<file path="src/rtl/cpu_run_host.sv">
// Host-side run sequencer: resets the CPU once per batch, then starts each program and times it.
// Optional watchdog enabled by defining HOST_TIMEOUT_EN.
module cpu_run_host #(
    parameter int unsigned W              = 16,
    parameter int unsigned NPROG_W        = 2,
    parameter int unsigned RST_CYCLES     = 2,
    parameter logic [15:0] TIMEOUT_CYCLES = 16'd1000
) (
    input  logic               Clk,
    input  logic               Reset_n,
    input  logic               Go,
    input  logic [NPROG_W-1:0] NumProgs,
    input  logic               Ack,
    output logic               CpuReset,
    output logic               CpuStart,
    output logic               Busy,
    output logic               Done,
    output logic [NPROG_W-1:0] ProgIdx,
    output logic [W-1:0]       RunCycles,
    output logic               RunValid,
    output logic               Timeout
);

    typedef enum logic [2:0] {StIdle, StRst, StStart, StWait, StDone} state_e;

    localparam logic [W-1:0] RstLoad = W'(RST_CYCLES);

    state_e             r_state, w_state_d;
    logic [W-1:0]       r_cnt, w_cnt_d;
    logic [NPROG_W-1:0] r_nprog, w_nprog_d;
    logic [NPROG_W-1:0] r_prog_idx, w_prog_idx_d;
    logic               r_cpu_reset, w_cpu_reset_d;
    logic               r_cpu_start, w_cpu_start_d;
    logic               r_busy, w_busy_d;
    logic               r_done, w_done_d;
    logic [W-1:0]       r_run_cycles, w_run_cycles_d;
    logic               r_run_valid, w_run_valid_d;

`ifdef HOST_TIMEOUT_EN
    localparam logic [W-1:0] TimeoutVal = W'(TIMEOUT_CYCLES);
    logic r_timeout, w_timeout_d;
`else
    logic w_unused_timeout;
    assign w_unused_timeout = ^TIMEOUT_CYCLES;
`endif

    always_comb begin
        w_state_d      = r_state;
        w_cnt_d        = r_cnt;
        w_nprog_d      = r_nprog;
        w_prog_idx_d   = r_prog_idx;
        w_cpu_reset_d  = r_cpu_reset;
        w_cpu_start_d  = 1'b0;
        w_run_cycles_d = r_run_cycles;
        w_run_valid_d  = 1'b0;
`ifdef HOST_TIMEOUT_EN
        w_timeout_d    = r_timeout;
`endif
        unique case (r_state)
            StIdle, StDone: begin
                if (Go) begin
                    w_nprog_d     = NumProgs;
                    w_prog_idx_d  = '0;
                    w_cnt_d       = RstLoad;
                    w_cpu_reset_d = 1'b1;
                    w_state_d     = StRst;
`ifdef HOST_TIMEOUT_EN
                    w_timeout_d   = 1'b0;
`endif
                end
            end
            StRst: begin
                w_cnt_d = r_cnt - W'(1);
                // Counter holds 1 on the last reset cycle
                if (r_cnt <= W'(1)) begin
                    w_cpu_reset_d = 1'b0;
                    w_cpu_start_d = 1'b1;
                    w_state_d     = StStart;
                end
            end
            StStart: begin
                w_cnt_d   = '0;
                w_state_d = StWait;
            end
            StWait: begin
                if (Ack) begin
                    w_run_cycles_d = r_cnt;
                    w_run_valid_d  = 1'b1;
                    if (r_prog_idx == r_nprog) begin
                        w_state_d = StDone;
                    end else begin
                        w_prog_idx_d  = r_prog_idx + NPROG_W'(1);
                        w_cpu_start_d = 1'b1;
                        w_state_d     = StStart;
                    end
`ifdef HOST_TIMEOUT_EN
                end else if (r_cnt == TimeoutVal) begin
                    // Hold the CPU in reset so a runaway program stops
                    w_timeout_d    = 1'b1;
                    w_run_cycles_d = TimeoutVal;
                    w_run_valid_d  = 1'b1;
                    w_cpu_reset_d  = 1'b1;
                    w_state_d      = StDone;
`endif
                end else if (r_cnt != '1) begin
                    w_cnt_d = r_cnt + W'(1);
                end
            end
            default: w_state_d = StIdle;
        endcase
        w_busy_d = (w_state_d == StRst) || (w_state_d == StStart) || (w_state_d == StWait);
        w_done_d = (w_state_d == StDone);
    end

    always_ff @(posedge Clk or negedge Reset_n) begin
        if (!Reset_n) begin
            r_state      <= StIdle;
            r_cnt        <= '0;
            r_nprog      <= '0;
            r_prog_idx   <= '0;
            r_cpu_reset  <= 1'b0;
            r_cpu_start  <= 1'b0;
            r_busy       <= 1'b0;
            r_done       <= 1'b0;
            r_run_cycles <= '0;
            r_run_valid  <= 1'b0;
`ifdef HOST_TIMEOUT_EN
            r_timeout    <= 1'b0;
`endif
        end else begin
            r_state      <= w_state_d;
            r_cnt        <= w_cnt_d;
            r_nprog      <= w_nprog_d;
            r_prog_idx   <= w_prog_idx_d;
            r_cpu_reset  <= w_cpu_reset_d;
            r_cpu_start  <= w_cpu_start_d;
            r_busy       <= w_busy_d;
            r_done       <= w_done_d;
            r_run_cycles <= w_run_cycles_d;
            r_run_valid  <= w_run_valid_d;
`ifdef HOST_TIMEOUT_EN
            r_timeout    <= w_timeout_d;
`endif
        end
    end

    assign CpuReset  = r_cpu_reset;
    assign CpuStart  = r_cpu_start;
    assign Busy      = r_busy;
    assign Done      = r_done;
    assign ProgIdx   = r_prog_idx;
    assign RunCycles = r_run_cycles;
    assign RunValid  = r_run_valid;
`ifdef HOST_TIMEOUT_EN
    assign Timeout   = r_timeout;
`else
    assign Timeout   = 1'b0;
`endif

endmodule

</file>
<file path="config.mk">
export PLATFORM = sky130hd
export DESIGN_NAME = cpu_run_host
export DESIGN_NICKNAME = d
export VERILOG_FILES = /design/src/rtl/cpu_run_host.sv
export SDC_FILE = /design/constraint.sdc
export NUM_CORES = 1
export LEC_CHECK = 0
export BUFFER_PORTS_ARGS = -buffer_cell sky130_fd_sc_hd__buf_2
export CAP_MARGIN = 20
export CORE_MARGIN = 10
export CORE_UTILIZATION = 30
export DETAILED_ROUTE_END_ITERATION = 8
export PLACE_DENSITY = 0.43
export SYNTH_ARGS = -nofsm -noshare
export SYNTH_HDL_FRONTEND = slang
export SYNTH_SLANG_ARGS = --single-unit
</file>
<file path="constraint.sdc">
create_clock -name Clk -period 3.1 [get_ports Clk]
set_clock_uncertainty 0.15 [all_clocks]
set_input_delay 0.31 -clock Clk [delete_from_list [all_inputs] [get_ports Clk]]
set_output_delay 0.31 -clock Clk [all_outputs]
set_load 0.005 [all_outputs]
</file>
==> flow_summary.ini, run 1 <==
[routing]
vias_per_cell = 5.299
postRouteWirelength_mm = 7.037
drc = 0
dr_total_vias = 2199
ant_nets = 0
wl_per_cell_um = 16.96
drt_first_pass_iters = 5
drt_iter0_drc = 132

[floorplan]
start_util_pct = 31.39
dieHeight_um = 110.6
die_w_um = 110.6
coreArea_sq_um = 7848
dieArea_sq_um = 12240
rows = 32
io_pins = 30

[grt]
grt_max_degree = 45
grt.met2_usage_pct = 17.53
grt_pass1_vias = 2112
grt_pass1_wl_mm = 11.56
grt.busiest_layer = met2
grt-ovfl-total = 0
grt_antenna_before_repair = 0
track_usage_pct = 11.18
met1_usage_pct = 14.92
grt.met3_usage_pct = 2.755

[worst_setup_path]
crit_family = simple AND/OR/NAND/NOR gates
cpPeakStageDelay_ps = 580
cp_slowest_cell = or4_4
cp_common_cell = or4_4
critPathKind = reg2reg
endpoint_kind = flop
arrival_ps = 2730
worstPathMaxFanout = 11
reg2reg_depth = 5
cp_cell_sequence = or4_4 -> or2_4 -> or4_4 -> or3b_1 -> a21oi_2
cp_num_buf_inv = 0
start_kind = flop
critical_path_depth = 5
worstPathRequired_ps = 3190

[finish]
drive_gt1_share_pct = 15.97
final_area_sq_um = 2795
most-common-layout-cells = nand2_1, dfrtp_1, o21ai_0, buf_2
antenna_cells = 0
final_net_count = 321
final_common_cell = nand2_1
syn_to_final_growth_pct = 13.46
nFillCells = 851
final_util_pct = 35.62

[logic_synthesis]
synth_nets = 300
synth_top_area_cell = dfrtp_1
synth_seq_cells = 44
synth.cell_area_sq_um = 2464
synthTopCellsByArea = dfrtp_1, nand2_1, o21ai_0, a21oi_1, nor4_1
synth-seq-area-share_pct = 44.69
synth_top_area_share_pct = 44.69
syn_inst = 291
ys_types = 47
ys_warn_count = 0
syn_avg_cell_area_sq_um = 8.466

[place]
io_buffers = 28
place_congestion = 0.8446
hpwl_mm = 4.883
placed_cell_area_sq_um = 2668

[power]
power_mw = 2.794
p_per_area_nw_per_um2 = 999.6
p_leak_nw = 1.263
ir_drop_v = 0.0003654

[status]
status = finished, final reports clean

[min_path]
hold_path_class = in2reg
hold_depth = 2

[cts]
clock_path_buffers = 2
cts_tree = done
cts_buffers = 5
post_cts_resized = 0
htreeDepth = 2
numClockSinks = 44
clk_latency_ps = 300
path_clk_slew_ps = 90
cts_root_buf = clkbuf_8

[sta]
layout_min_cycle_time_ps = 2645
finalMaxSlewViolations = 0
slew_headroom_pct = 53.77
tightest_slew_ps = 693.4
finalHoldViolCount = 0
finalSetupViolCount = 0
grt_setup_unrepaired = false
fmax_ghz = 0.3781
period_share_pct = 85.32
fin_setup_tns_ps = 0

[flow_run]
maxCapViolCount = 0
==> worst paths after layout <==
path	start	to	slack, ps
max	r_cnt[4]	r_state[1]	460
min	NumProgs[0]	r_nprog[0]	90
max reg2reg	r_cnt[4]	r_state[1]	460
min reg2reg	RunCycles[8]	RunCycles[8]	320
max in group asynchronous	Reset_n	RunCycles[9]	2020
min in group asynchronous	Reset_n	RunCycles[4]	290
==> cell families after synthesis <==
family | Yosys count | share of synthesized area, %
AOI/OAI and AO/OA | 76 | 18.39
muxes | 3 | 1.320
other | 1 | 0.1522
buffers and inverters | 31 | 5.485
adders and majority gates | 3 | 1.524
xor gates and xnor gates | 11 | 3.911
DFF | 44 | 44.69
and+or+nand+nor | 122 | 24.53
==> state kept, by name (all words and copies together), names as in the netlist <==
register	flops
Busy	1
CpuReset	1
CpuStart	1
Done	1
ProgIdx	2
RunCycles	16
RunValid	1
r_cnt	16
r_nprog	2
r_state	3
==> through the flow <==
step           hold WS, ps  setup slack [ps]  instances
4_1_cts              71.14             458.2        413
5_1_grt              88.52             374.0        415
3_5_place_dp         309.1             485.8        405
6_report             85.46             455.2        415
3_3_place_gp         305.1             517.1        405
2_1_floorplan       -135.6             515.3        291
==> repair_timing <==
action,CTS,global route
hold endpoints to repair,0,14
hold buffers,0,1
setup buffers,0,0
==> final cells by class <==
| cell class | instances | area (sq um) | share of cell area [%] |
|---|---|---|---|
| timing repair buffer | 34 | 200.2 | 7.162 |
| multi-input combinational | 216 | 1227 | 43.91 |
| tap | 102 | 127.6 | 4.566 |
| sequential | 44 | 1101 | 39.39 |
| inverter | 11 | 41.29 | 1.477 |
| clock buffer | 6 | 82.58 | 2.954 |
| clock inverter | 2 | 15.01 | 0.5372 |
==> cells in the mapped netlist (all sizes together) <==
cell / count
nand2: 53
dfrtp: 44
o21ai: 36
clkbuf: 17
a21oi: 15
nor2: 14
nor3: 12
inv: 11
nor4: 11
xnor2: 7
nand3: 6
or4: 6
o22ai: 5
a31oi: 4
nand4: 4
xor2: 4
a21o: 3
buf: 3
ha: 3
o32a: 3
or3b: 3
and3: 2
mux2: 2
nand2b: 2
nand4b: 2
or2: 2
or3: 2
a211oi: 1
a21boi: 1
a221o: 1
a221oi: 1
a32o: 1
a32oi: 1
a41oi: 1
and2: 1
conb: 1
mux2i: 1
nand3b: 1
nor2b: 1
o211ai: 1
o2bb2ai: 1
o31ai: 1
==> metal layers <==
layer,wire length [um],vias to the layer above,part of all wire (%)
met2,3298,51,47
met5,0,-,0
met3,350,7,5.0
li1,-,1070,-
met4,48,0,0.68
met1,3338,1071,47
==> report_power, final <==
group	internal, mW	switching, mW	leakage, nW	total, mW
Clock	0.181	0.215	0.0434	0.396
Sequential	0.802	0.309	0.578	1.11
Combinational	0.547	0.739	0.642	1.29
Power figures use the tool's default switching activity.
==> inputs of run 2 (changes only) <==
- RECOVER_POWER: not set -> 100
==> flow_summary.ini, run 2 (same netlist as run 1, synthesis figures left out) <==
[worst_setup_path]
critPathKind = reg2reg
endpoint_kind = flop
cp_cell_sequence = or4_1 -> or2_4 -> or4_4 -> or3b_1 -> a21oi_2
worstPathMaxFanout = 11
worstPathRequired_ps = 3180
arrival_ps = 2830
start_kind = flop
cpPeakStageDelay_ps = 660
reg2reg_depth = 5
critical_path_depth = 5
cp_num_buf_inv = 0
cp_slowest_cell = or4_1
crit_family = simple AND/OR/NAND/NOR gates

[sta]
grt_setup_unrepaired = false
fin_setup_tns_ps = 0
slew_headroom_pct = 37.62
finalSetupViolCount = 0
fmax_ghz = 0.3636
finalMaxSlewViolations = 0
layout_min_cycle_time_ps = 2750
period_share_pct = 88.71
finalHoldViolCount = 0
tightest_slew_ps = 927.3

[routing]
drt_iter0_drc = 152
dr_total_vias = 2185
vias_per_cell = 5.265
wl_per_cell_um = 16.95
drt_first_pass_iters = 4
drc = 0
postRouteWirelength_mm = 7.035
ant_nets = 0

[floorplan]
io_pins = 30
coreArea_sq_um = 7848
dieHeight_um = 110.6
start_util_pct = 31.39
dieArea_sq_um = 12240
die_w_um = 110.6
rows = 32

[place]
hpwl_mm = 4.883
io_buffers = 28
placed_cell_area_sq_um = 2668
dp_cells = 405
place_congestion = 0.8446

[grt]
grt_antenna_before_repair = 0
track_usage_pct = 11.18
grt.met2_usage_pct = 17.53
grt_pass1_vias = 2112
met1_usage_pct = 14.92
grt.busiest_layer = met2
grt-ovfl-total = 0
grt.met3_usage_pct = 2.755
grt_max_degree = 45
grt_pass1_wl_mm = 11.56

[cts]
clock_path_buffers = 2
post_cts.repair.setup_buffers = 0
cts_buffers = 5
htreeDepth = 2
numClockSinks = 44
clk_latency_ps = 300
path_clk_slew_ps = 90
cts_tree = done
cts_root_buf = clkbuf_8

[finish]
multi_input_area_sq_um = 1224
final_common_cell = nand2_1
drive_gt1_share_pct = 7.987
nFillCells = 862
seq_area_sq_um = 1101
syn_to_final_growth_pct = 11.88
final_net_count = 321
most-common-layout-cells = nand2_1, dfrtp_1, o21ai_0, clkbuf_1
final_util_pct = 35.12
finalNonFillerCells = 415
antenna_cells = 0
final_area_sq_um = 2756

[min_path]
hold_depth = 2
hold_path_class = in2reg

[power]
p_leak_nw = 1.173
ir_drop_v = 0.0003570
p_per_area_nw_per_um2 = 998.5
p_comb_share_pct = 45.3
p_clk_share_pct = 14.3
switching_power_mw = 1.265
seq_power_share_pct = 40.4
swShare_pct = 45.95
internal-power_mw = 1.488

[flow_run]
maxCapViolCount = 0

[status]
status = finished, final reports clean
-- run 2: changes by cell type in the layout (fill, tap and decap cells not counted) --
cell | before | now
buf_4 | 4 | 2
clkbuf_1 | 0 | 24
buf_2 | 28 | 6
or4_1 | 4 | 5
or4_4 | 2 | 1
a21boi_0 | 0 | 1
a21boi_1 | 1 | 0
-- run 2: final timing paths --
path	end	startpoint	slack (ps)
worst max-delay path	r_state[1]	r_cnt[4]	350
worst min-delay path	r_nprog[0]	NumProgs[0]	90
worst max register to register	r_state[1]	r_cnt[4]	350
worst min register to register	RunCycles[8]	RunCycles[8]	330
max in group asynchronous	Busy	Reset_n	1660
min in group asynchronous	RunCycles[4]	Reset_n	480
-- run 2: area by class of cell --
class	count	area share, %
multi-input cells	216	44.39
well taps	102	4.630
clock buffers	6	2.996
clock inverters	2	0.5447
repair buffers	34	5.992
inverters	11	1.498
flip-flops and latches	44	39.95
-- run 2: through the flow --
stage | worst slack (ps) | hold WS, ps | power, mW
final | 349.9 | 90.36 | 2.752
after global routing | 244.7 | 88.52 | 3.044
after CTS | 458.2 | 71.14 | 2.830
after detailed placement | 485.8 | 309.1 | 2.414
after global placement | 517.1 | 305.1 | 2.418
after floorplan | 515.3 | -135.6 | 2.014
-- run 2: worst reg2reg max path, cell delays in order, from the launching register on --
cell	delay, ps
dfrtp_1	510
or4_1	660
or2_4	320
or4_4	540
or3b_1	380
a21oi_2	120
-- run 2: what timing repair did --
item	in CTS	in global routing
resized for setup	0	0
hold buffers	0	1
hold endpoints to repair	0	14
-- run 2: layer usage --
layer  routed length [um]  part of all wire (%)
met5                    0                     0
met4                   38                  0.54
met3                  332                   4.7
met2                 3293                    47
met1                 3370                    48
-- run 2: power groups by stage --
stage / combinational (mW) / sequential [mW] / clock (mW)
after global routing: 1.44 / 1.16 / 0.442
final: 1.25 / 1.11 / 0.392
after CTS: 1.30 / 1.11 / 0.419
after floorplan: 1.05 / 0.963 / 0
after global placement: 1.30 / 1.12 / 0
after detailed placement: 1.29 / 1.12 / 0
==> inputs of run 3 (changes only) <==
- GPL_TIMING_DRIVEN: not set -> 0
==> flow_summary.ini, run 3 (same netlist as run 1, synthesis figures left out) <==
[grt]
grt_max_degree = 45
grt_pass1_wl_mm = 11.91
grt_pass1_vias = 2227
grt_antenna_before_repair = 0
grt-ovfl-total = 0
track_usage_pct = 11.64

[routing]
postRouteWirelength_mm = 7.145
drc = 0
dr_total_vias = 2249
drt_first_pass_iters = 4
ant_nets = 0
wl_per_cell_um = 16.58
vias_per_cell = 5.218
drt_iter0_drc = 101

[worst_setup_path]
start_kind = flop
cp_cell_sequence = clkbuf_1 -> or4_2 -> buf_6 -> or2_4 -> or4_1 -> or3b_1 -> a21oi_2
cp_slowest_cell = or4_1
endpoint_kind = flop
arrival_ps = 3050
crit_family = simple AND/OR/NAND/NOR gates
worstPathMaxFanout = 9
worstPathRequired_ps = 3190
critPathKind = reg2reg
cp_num_buf_inv = 2
cpPeakStageDelay_ps = 620

[power]
internal-power_mw = 1.536
swShare_pct = 45.70
seq_power_share_pct = 34.4
p_per_area_nw_per_um2 = 1006
p_comb_share_pct = 52.1
p_leak_nw = 1.203
switching_power_mw = 1.293
p_clk_share_pct = 13.5
ir_drop_v = 0.0002878

[sta]
fmax_ghz = 0.3375
tightest_slew_ps = 1290
finalSetupViolCount = 0
hold_ws_ps = 82.72
grt_setup_unrepaired = false
fin_setup_tns_ps = 0
finalMaxSlewViolations = 0
slew_headroom_pct = 13.98
finalHoldViolCount = 0
period_share_pct = 95.58
layout_min_cycle_time_ps = 2963

[cts]
clk_latency_ps = 300
cts_root_buf = clkbuf_8
numClockSinks = 44
clock_path_buffers = 2
post_cts.repair.setup_buffers = 0
path_clk_slew_ps = 90
cts_buffers = 5
cts_hold_buf = 0
htreeDepth = 2
post_cts_resized = 0
cts_tree = done

[finish]
syn_to_final_growth_pct = 14.12
final_net_count = 337
final_common_cell = nand2_1
most-common-layout-cells = nand2_1, dfrtp_1, clkbuf_1, o21ai_0
drive_gt1_share_pct = 7.295
antenna_cells = 0
finalNonFillerCells = 431

[floorplan]
dieHeight_um = 110.6
dieArea_sq_um = 12240
start_util_pct = 31.39
die_w_um = 110.6
coreArea_sq_um = 7848
io_pins = 30
rows = 32

[place]
place_congestion = 0.8586
io_buffers = 28
hpwl_mm = 5.148
dp_cells = 421

[min_path]
hold_path_class = in2reg

[status]
status = finished, final reports clean

[flow_run]
maxCapViolCount = 0
==> run 3: cell types whose count changed in the layout (fill, tap and decap cells not counted), sizes merged <==
cell	delta
clkinvlp	-2
clkinv	+2
buf	-1
dlymetal6s4s	+1
clkbuf	+16
==> run 3: metal layers <==
layer	wire length, um	GRT usage, %
met1	3450	15.05
met2	3361	18.58
met3	256	2.971
met4	76	3.368
met5	0	0
==> run 3: cell type report <==
type,instances,area [sq um]
inverter,11,41.29
clock buffer,6,82.58
sequential,44,1101
clock inverter,2,10.01
multi-input combinational,216,1221
buffer,20,93.84
tap,102,127.6
fill,873,5036
timing repair buffer,30,133.9
==> run 3: power by group through the flow <==
stage,sequential (mW),combinational (mW),clock [mW]
after floorplan,0.963,1.05,0
after global placement,0.980,1.54,0
after detailed placement,0.985,1.53,0
after CTS,0.973,1.54,0.395
after global routing,1.01,1.68,0.418
final,0.973,1.47,0.382
==> run 3: path summary, 6_finish.rpt <==
| check | cells past startpoint | slack [ps] | from | endpoint |
|---|---|---|---|---|
| worst min register to register | 2 | 330 | RunCycles[14] | RunCycles[14] |
| max in group asynchronous | 3 | 480 | Reset_n | CpuReset |
| worst min-delay path | 2 | 80 | NumProgs[1] | r_nprog[1] |
| worst max-delay path | 7 | 140 | r_cnt[5] | r_state[1] |
| min in group asynchronous | 2 | 510 | Reset_n | RunCycles[14] |
| worst max register to register | 7 | 140 | r_cnt[5] | r_state[1] |
==> run 3: through the flow <==
stage          instance area [sq um]  worst slack [ps]  power (mW)  util, %
2_1_floorplan                   2464             515.3       2.014        -
3_3_place_gp                    2731             353.1       2.519    34.81
3_5_place_dp                    2731             333.3       2.516    34.81
4_1_cts                         2824             311.7       2.904    35.99
5_1_grt                         2811             19.46       3.115    35.83
6_report                        2811             136.9       2.829    35.83
